===== src/rtl/div_pkg.sv =====
// Shared definitions for the sequential signed divider.
// Holds the default operand widths, the iteration-counter width and the
// controller state encoding used by seq_signed_div.
package div_pkg;

  localparam int WD_DEF = 8;                   // dividend / quotient width
  localparam int WS_DEF = 4;                   // divisor / remainder width
  localparam int CNT_W  = $clog2(WD_DEF + 1);  // iteration counter width

  typedef enum logic [1:0] {
    IDLE,
    CALC,
    FIX,
    FIX_ZERO
  } state_t;

endpackage


===== src/rtl/seq_signed_div_if.sv =====
// Handshake and operand/result bundle for the sequential signed divider.
//   start       : request, sampled only while busy is low
//   dividend    : WD-bit signed dividend
//   divisor     : WS-bit signed divisor
//   busy        : operation in progress
//   done        : one-cycle completion pulse
//   quotient    : WD-bit signed quotient
//   remainder   : WS-bit signed remainder
//   div_by_zero : last result came from a zero divisor
//   overflow    : last result overflowed (most-negative / -1)
// master = requester side, slave = divider side.
interface seq_signed_div_if #(
  parameter int WD = div_pkg::WD_DEF,
  parameter int WS = div_pkg::WS_DEF
);

  logic                 start;
  logic signed [WD-1:0] dividend;
  logic signed [WS-1:0] divisor;
  logic                 busy;
  logic                 done;
  logic signed [WD-1:0] quotient;
  logic signed [WS-1:0] remainder;
  logic                 div_by_zero;
  logic                 overflow;

  modport master (
    output start, dividend, divisor,
    input  busy, done, quotient, remainder, div_by_zero, overflow
  );

  modport slave (
    input  start, dividend, divisor,
    output busy, done, quotient, remainder, div_by_zero, overflow
  );

endinterface


===== src/rtl/div_step.sv =====
// One restoring-division step on magnitudes.
//   rem_i  : current partial remainder (always below the divisor magnitude)
//   bit_i  : next dividend-magnitude bit, MSB first
//   dvs_i  : divisor magnitude
//   rem_o  : next partial remainder
//   qbit_o : quotient bit produced by this step
module div_step
  import div_pkg::*;
#(
  parameter int WS = WS_DEF
) (
  input  logic [WS-1:0] rem_i,
  input  logic          bit_i,
  input  logic [WS-1:0] dvs_i,
  output logic [WS-1:0] rem_o,
  output logic          qbit_o
);

  // Working value is one bit wider than the held remainder: 2*rem+bit can
  // reach 2*|divisor|-1, which needs WS+1 bits.
  logic [WS:0] shifted;

  always_comb begin
    shifted = {rem_i, bit_i};
    qbit_o  = (shifted >= {1'b0, dvs_i});
    // A kept difference is below |divisor|, so it fits back in WS bits.
    rem_o   = qbit_o ? WS'(shifted - {1'b0, dvs_i}) : shifted[WS-1:0];
  end

endmodule


===== src/rtl/seq_signed_div.sv =====
// Multi-cycle signed divider, restoring algorithm, one quotient bit per clock.
// Truncates toward zero; the remainder carries the dividend's sign.
//   clk   : rising-edge clock
//   rst_n : asynchronous active-low reset (aborts an operation in flight)
//   bus   : seq_signed_div_if slave port (start/busy/done handshake,
//           operands, quotient, remainder, div_by_zero, overflow)
// Start accepted at edge k gives done after edge k+WD+1, or after k+1 for a
// zero divisor. Results and flags hold until the next completion.
module seq_signed_div
  import div_pkg::*;
#(
  parameter int WD = WD_DEF,
  parameter int WS = WS_DEF
) (
  input  logic                 clk,
  input  logic                 rst_n,
  seq_signed_div_if.slave      bus
);

  // Control and result registers (reset)
  state_t               state_q;
  logic [CNT_W-1:0]     cnt_q;
  logic                 busy_q;
  logic                 done_q;
  logic signed [WD-1:0] quot_q;
  logic signed [WS-1:0] rem_q;
  logic                 dbz_q;
  logic                 ovf_q;

  // Datapath registers (not reset; only meaningful while busy)
  logic [WD-1:0]        dvd_q;       // dividend magnitude, refilled with quotient bits
  logic [WS-1:0]        dvs_q;       // divisor magnitude
  logic [WS-1:0]        prem_q;      // partial remainder
  logic                 neg_quot_q;
  logic                 neg_rem_q;

  logic [WS-1:0]        prem_d;
  logic                 qbit_d;
  logic signed [WD-1:0] quot_fix_d;
  logic signed [WS-1:0] rem_fix_d;
  logic                 ovf_d;
  logic                 accept;

  function automatic logic [WD-1:0] mag_wd(input logic signed [WD-1:0] v);
    return v[WD-1] ? WD'(-v) : WD'(v);
  endfunction

  function automatic logic [WS-1:0] mag_ws(input logic signed [WS-1:0] v);
    return v[WS-1] ? WS'(-v) : WS'(v);
  endfunction

  function automatic logic signed [WD-1:0] sign_wd(input logic [WD-1:0] m, input logic neg);
    return neg ? -m : m;
  endfunction

  function automatic logic signed [WS-1:0] sign_ws(input logic [WS-1:0] m, input logic neg);
    return neg ? -m : m;
  endfunction

  div_step #(.WS(WS)) u_step (
    .rem_i  (prem_q),
    .bit_i  (dvd_q[WD-1]),
    .dvs_i  (dvs_q),
    .rem_o  (prem_d),
    .qbit_o (qbit_d)
  );

  assign accept     = (state_q == IDLE) && bus.start;
  assign quot_fix_d = sign_wd(dvd_q, neg_quot_q);
  assign rem_fix_d  = sign_ws(prem_q, neg_rem_q);
  // A magnitude quotient of 2^(WD-1) only arises from |dividend|=2^(WD-1)
  // and |divisor|=1; it is representable only when the result is negative.
  assign ovf_d      = dvd_q[WD-1] & ~neg_quot_q;

  // Controller and result stage
  always_ff @(posedge clk or negedge rst_n) begin
    if (!rst_n) begin
      state_q <= IDLE;
      cnt_q   <= '0;
      busy_q  <= 1'b0;
      done_q  <= 1'b0;
      quot_q  <= '0;
      rem_q   <= '0;
      dbz_q   <= 1'b0;
      ovf_q   <= 1'b0;
    end else begin
      done_q <= 1'b0;
      case (state_q)
        IDLE: begin
          if (bus.start) begin
            busy_q  <= 1'b1;
            cnt_q   <= '0;
            state_q <= (bus.divisor == '0) ? FIX_ZERO : CALC;
          end
        end
        CALC: begin
          cnt_q <= cnt_q + CNT_W'(1);
          if (cnt_q == CNT_W'(WD - 1)) state_q <= FIX;
        end
        FIX: begin
          quot_q  <= quot_fix_d;
          rem_q   <= rem_fix_d;
          ovf_q   <= ovf_d;
          dbz_q   <= 1'b0;
          done_q  <= 1'b1;
          busy_q  <= 1'b0;
          state_q <= IDLE;
        end
        FIX_ZERO: begin
          quot_q  <= '1;
          rem_q   <= '0;
          ovf_q   <= 1'b0;
          dbz_q   <= 1'b1;
          done_q  <= 1'b1;
          busy_q  <= 1'b0;
          state_q <= IDLE;
        end
        default: state_q <= IDLE;
      endcase
    end
  end

  // Operand capture and iteration stage
  always_ff @(posedge clk) begin
    if (accept) begin
      dvd_q      <= mag_wd(bus.dividend);
      dvs_q      <= mag_ws(bus.divisor);
      prem_q     <= '0;
      neg_quot_q <= bus.dividend[WD-1] ^ bus.divisor[WS-1];
      neg_rem_q  <= bus.dividend[WD-1];
    end else if (state_q == CALC) begin
      dvd_q  <= {dvd_q[WD-2:0], qbit_d};
      prem_q <= prem_d;
    end
  end

  assign bus.busy        = busy_q;
  assign bus.done        = done_q;
  assign bus.quotient    = quot_q;
  assign bus.remainder   = rem_q;
  assign bus.div_by_zero = dbz_q;
  assign bus.overflow    = ovf_q;

endmodule


===== src/flat_wrapper.sv =====
// flat-port wrapper written by rule: the top's interface ports become plain ports
module seq_signed_div_flat import div_pkg::*;
#(
  parameter int WD = WD_DEF,
  parameter int WS = WS_DEF
)
  (clk, rst_n, bus_start, bus_dividend, bus_divisor, bus_busy, bus_done, bus_quotient, bus_remainder, bus_div_by_zero, bus_overflow);
  seq_signed_div_if #(.WD(WD), .WS(WS)) bus_i ();
  input  logic clk;
  input  logic rst_n;
  input wire logic [$bits(bus_i.start)-1:0] bus_start;
  input wire logic [$bits(bus_i.dividend)-1:0] bus_dividend;
  input wire logic [$bits(bus_i.divisor)-1:0] bus_divisor;
  output wire logic [$bits(bus_i.busy)-1:0] bus_busy;
  output wire logic [$bits(bus_i.done)-1:0] bus_done;
  output wire logic [$bits(bus_i.quotient)-1:0] bus_quotient;
  output wire logic [$bits(bus_i.remainder)-1:0] bus_remainder;
  output wire logic [$bits(bus_i.div_by_zero)-1:0] bus_div_by_zero;
  output wire logic [$bits(bus_i.overflow)-1:0] bus_overflow;
  assign bus_i.start = bus_start;
  assign bus_i.dividend = bus_dividend;
  assign bus_i.divisor = bus_divisor;
  assign bus_busy = bus_i.busy;
  assign bus_done = bus_i.done;
  assign bus_quotient = bus_i.quotient;
  assign bus_remainder = bus_i.remainder;
  assign bus_div_by_zero = bus_i.div_by_zero;
  assign bus_overflow = bus_i.overflow;
  seq_signed_div #(.WD(WD), .WS(WS)) u_core (.clk(clk), .rst_n(rst_n), .bus(bus_i));
endmodule

===== config.mk =====
export PLATFORM = sky130hd
export DESIGN_NAME = seq_signed_div_flat
export DESIGN_NICKNAME = d
export VERILOG_FILES = /design/src/rtl/div_pkg.sv /design/src/rtl/seq_signed_div_if.sv /design/src/rtl/div_step.sv /design/src/rtl/seq_signed_div.sv /design/src/flat_wrapper.sv
export SDC_FILE = /design/constraint.sdc
export NUM_CORES = 1
export LEC_CHECK = 0
export BUFFER_PORTS_ARGS = -buffer_cell sky130_fd_sc_hd__clkbuf_2
export CORE_UTILIZATION = 40
export CTS_BUF_LIST = sky130_fd_sc_hd__clkbuf_16
export DETAILED_ROUTE_END_ITERATION = 16
export PLACE_DENSITY = 0.62
export SLEW_MARGIN = 40
export SYNTH_ARGS = -nofsm -noshare
export SYNTH_HDL_FRONTEND = slang
export SYNTH_SLANG_ARGS = --single-unit

===== constraint.sdc =====
create_clock -name clk -period 1.8 [get_ports clk]
set_input_delay 0.09 -clock clk [delete_from_list [all_inputs] [get_ports clk]]
set_output_delay 0.09 -clock clk [all_outputs]
set_load 0.005 [all_outputs]

==> flow_summary.json <==
{
  "clkPwrFrac_pct": 23.1,
  "clk_pin_slew_ns": 0.06,
  "netlist_area_um2": 2090,
  "io_pins": 31,
  "yosysMostFrequentCell": "nand2_1",
  "gp_congestion": 0.849,
  "grt.total_usage_pct": 16.7,
  "grt_start_max_net_pins": 23,
  "combPwrFrac_pct": 37.9,
  "fin_ws_ns": 0.0981,
  "routed_wl_um": 4040,
  "clock_sinks": 40,
  "cp_max_fo": 3,
  "critPathLaunchType": "flip-flop",
  "route.vias.total": 1560,
  "setup_viol": 0,
  "drv_cap": 0,
  "p_int_mw": 2.79,
  "max_slew_margin_pct": 64.3,
  "routedWlPerCell_um": 12.8,
  "dp_slack_ns": 0.0517,
  "hold_path_class": "in2reg",
  "syn-num-nets": 233,
  "critical_path.endpoint": "u_core.bus.quotient[6]",
  "netlist_instances": 208,
  "drc": 0,
  "cts-buffers-inserted": 5,
  "synth.yosys.seq_area_share_pct": 50.4,
  "chipWidth_um": 74.2,
  "register_area_um2": 1050,
  "dieArea_um2": 5510,
  "synth_area_leaders": "dfrtp_1, edfxtp_1, ha_1, nand2_1, o21ai_0",
  "cts-root-buf": "clkbuf_16",
  "maxSlewViolCount": 0,
  "swShare_pct": 35.2,
  "fmax_mhz": 588,
  "skew_ns": 0.00163,
  "power_density_nw_per_um2": 1700,
  "multi_input_area_um2": 938,
  "synth_edf_count": 14,
  "reg2reg_slack_ns": 0.1,
  "die_h_um": 74.2,
  "criticalPathCategory": "reg2reg",
  "hold_violations": 0,
  "cp-startpoint": "u_core.dvd_q[1]",
  "cts_tree": "built",
  "reg2reg_from": "u_core.dvd_q[1]",
  "r2r_end": "u_core.bus.quotient[6]",
  "port_buffers": 30,
  "initial_utilization_pct": 42.8,
  "rows": 25,
  "cts_max_level": 2,
  "fin_crit_ns": 1.70,
  "switchingPower_mw": 1.52,
  "fin_tns_setup_ns": 0,
  "ir_worst_vdd_v": 0.000570,
  "grt_pass1_vias": 1454,
  "required_ns": 1.95,
  "first_pass_iters": 4,
  "synth.avg_cell_area_um2": 10.0,
  "whs_ns": 0.0181,
  "yosysTopAreaCellShare_pct": 26.4,
  "clk_path_buf_depth": 2,
  "drive_gt1_share_pct": 22.6,
  "status": "finished clean",
  "antenna_found_initial": 0,
  "yosysUniqueCellTypes": 40,
  "drt_iter0_markers": 50,
  "grt_first_pass_wirelength_um": 6690,
  "fin_util_pct": 52.1,
  "yosysTopAreaCell": "dfrtp_1",
  "p_leak_nw": 1.15,
  "ys_top_cells_by_count": "nand2_1, dfrtp_1, inv_1, o21ai_0, nor2_1",
  "area_growth_syn_to_layout_pct": 21.8,
  "viasPerCell": 4.95,
  "diodes": 0,
  "grt_overflow": 0,
  "clkLatencyLatePin_ns": 0.28,
  "layout.nets": 272,
  "worst_pin_slew_ns": 0.536,
  "ys_async_sr_fraction_pct": 55.0,
  "core_um2": 4880,
  "nFillCells": 482,
  "seq_power_share_pct": 39.0,
  "rsz0062_at_grt": "no",
  "worstSetupEndpointType": "flip-flop",
  "arrival_ns": 1.86,
  "synth_ff_type": "dfrtp_1",
  "ant_nets": 0,
  "hpwl_um": 3080,
  "yosysWarningCount": 0,
  "reg2reg_depth": 6,
  "ys_ff_latch": 40,
  "period_share_pct": 94.5
}
-- area by class of cell --
class | instances | area share, %
Clock buffer | 5 | 4.92
Clock inverter | 3 | 1.62
Inverter | 20 | 2.95
Multi-Input combinational cell | 140 | 36.9
Sequential cell | 40 | 41.3
Tap cell | 67 | 3.30
Timing Repair Buffer | 40 | 8.96
-- cells by family (layout without fill, tap and decap cells) --
| kind of cell | count (synthesis) | in the layout | share of synthesized area [%] |
|---|---|---|---|
| flip-flops | 40 | 40 | 50.4 |
| XOR/XNOR | 16 | 16 | 6.71 |
| buffers and inverters | 28 | 68 | 5.10 |
| AND/OR/NAND/NOR | 63 | 63 | 14.4 |
| AO/OA/AOI/OAI | 46 | 46 | 14.6 |
| multiplexers | 5 | 5 | 2.52 |
| adder cells (fa/ha/maj) | 10 | 10 | 6.36 |
-- stage by stage --
step,instance area (µm²),power (mW),cells
6_report,2540,4.31,315
5_1_grt,2540,4.67,315
4_1_cts,2530,4.34,315
3_5_place_dp,2360,3.31,306
3_3_place_gp,2360,3.27,306
2_1_floorplan,2090,2.70,208
-- power by group through the flow --
stage	Sequential, mW	Clock (mW)	Combinational (mW)
after floorplan	1.63	0	1.07
after global placement	1.69	0	1.58
after detailed placement	1.69	0	1.62
after CTS	1.68	1.02	1.63
after global routing	1.75	1.05	1.87
final	1.68	0.996	1.63
-- worst min-delay path by stage --
stage	to	slack, ns	start	cells after the start
2_1_floorplan	u_core.bus.busy	-0.21	rst_n	0
5_1_grt	u_core.dvs_q[0]	0.03	bus_divisor[0]	1
6_report	u_core.dvs_q[0]	0.02	bus_divisor[0]	1
3_3_place_gp	u_core.bus.quotient[2]	0.1	rst_n	1
4_1_cts	u_core.dvs_q[0]	0.01	bus_divisor[0]	1
3_5_place_dp	u_core.bus.quotient[2]	0.09	rst_n	1
-- placed cells by master, fill, tap and decap left out, drive strengths merged, types with 5 or more instances in the layout --
| master | count |
|---|---|
| o31ai | 5 |
| nand2 | 25 |
| nor2 | 16 |
| inv | 21 |
| o21ai | 18 |
| xnor2 | 7 |
| ha | 9 |
| buf | 9 |
| xor2 | 9 |
| edfxtp | 14 |
| nand2b | 5 |
| dfrtp | 22 |
| clkbuf | 35 |
-- registers in the layout, indices dropped and copies added (netlist names) --
| name | count |
|---|---|
| u_core.bus.div_by_zero | 1 |
| u_core.dvs_q | 4 |
| u_core.state_q | 2 |
| u_core.bus.quotient | 8 |
| u_core.bus.busy | 1 |
| u_core.cnt_q | 4 |
| u_core.neg_quot_q | 1 |
| u_core.bus.done | 1 |
| u_core.bus.overflow | 1 |
| u_core.prem_q | 4 |
| u_core.bus.remainder | 4 |
| u_core.dvd_q | 8 |
| u_core.neg_rem_q | 1 |
-- timing repair --
item / 4_1_cts / 5_1_grt
hold endpoints to repair: 22 / 0
endpoints found under the setup margin: 0 / 3
setup buffers: 0 / 0
hold buffers: 1 / 0
resized for setup: 0 / 4
-- critical path, stage by stage, from the launching register on --
cell and delay [ns]:
edfxtp_1 0.42, inv_2 0.08, ha_1 0.14, or3b_2 0.47, o31ai_2 0.21, xor2_1 0.17
a31oi_1 0.09
-- routing by layer --
layer  up-vias  part of all wire (%)  track usage, %  wire, µm
li1        807                     -               -         -
met1       710                    52            22.9      2090
met2        37                    42            24.5      1710
met3         6                   4.3            4.88       173
met4         0                   1.8            7.13        74
met5         -                     0               0         0
Note: power is estimated with default switching activity, not from simulation.
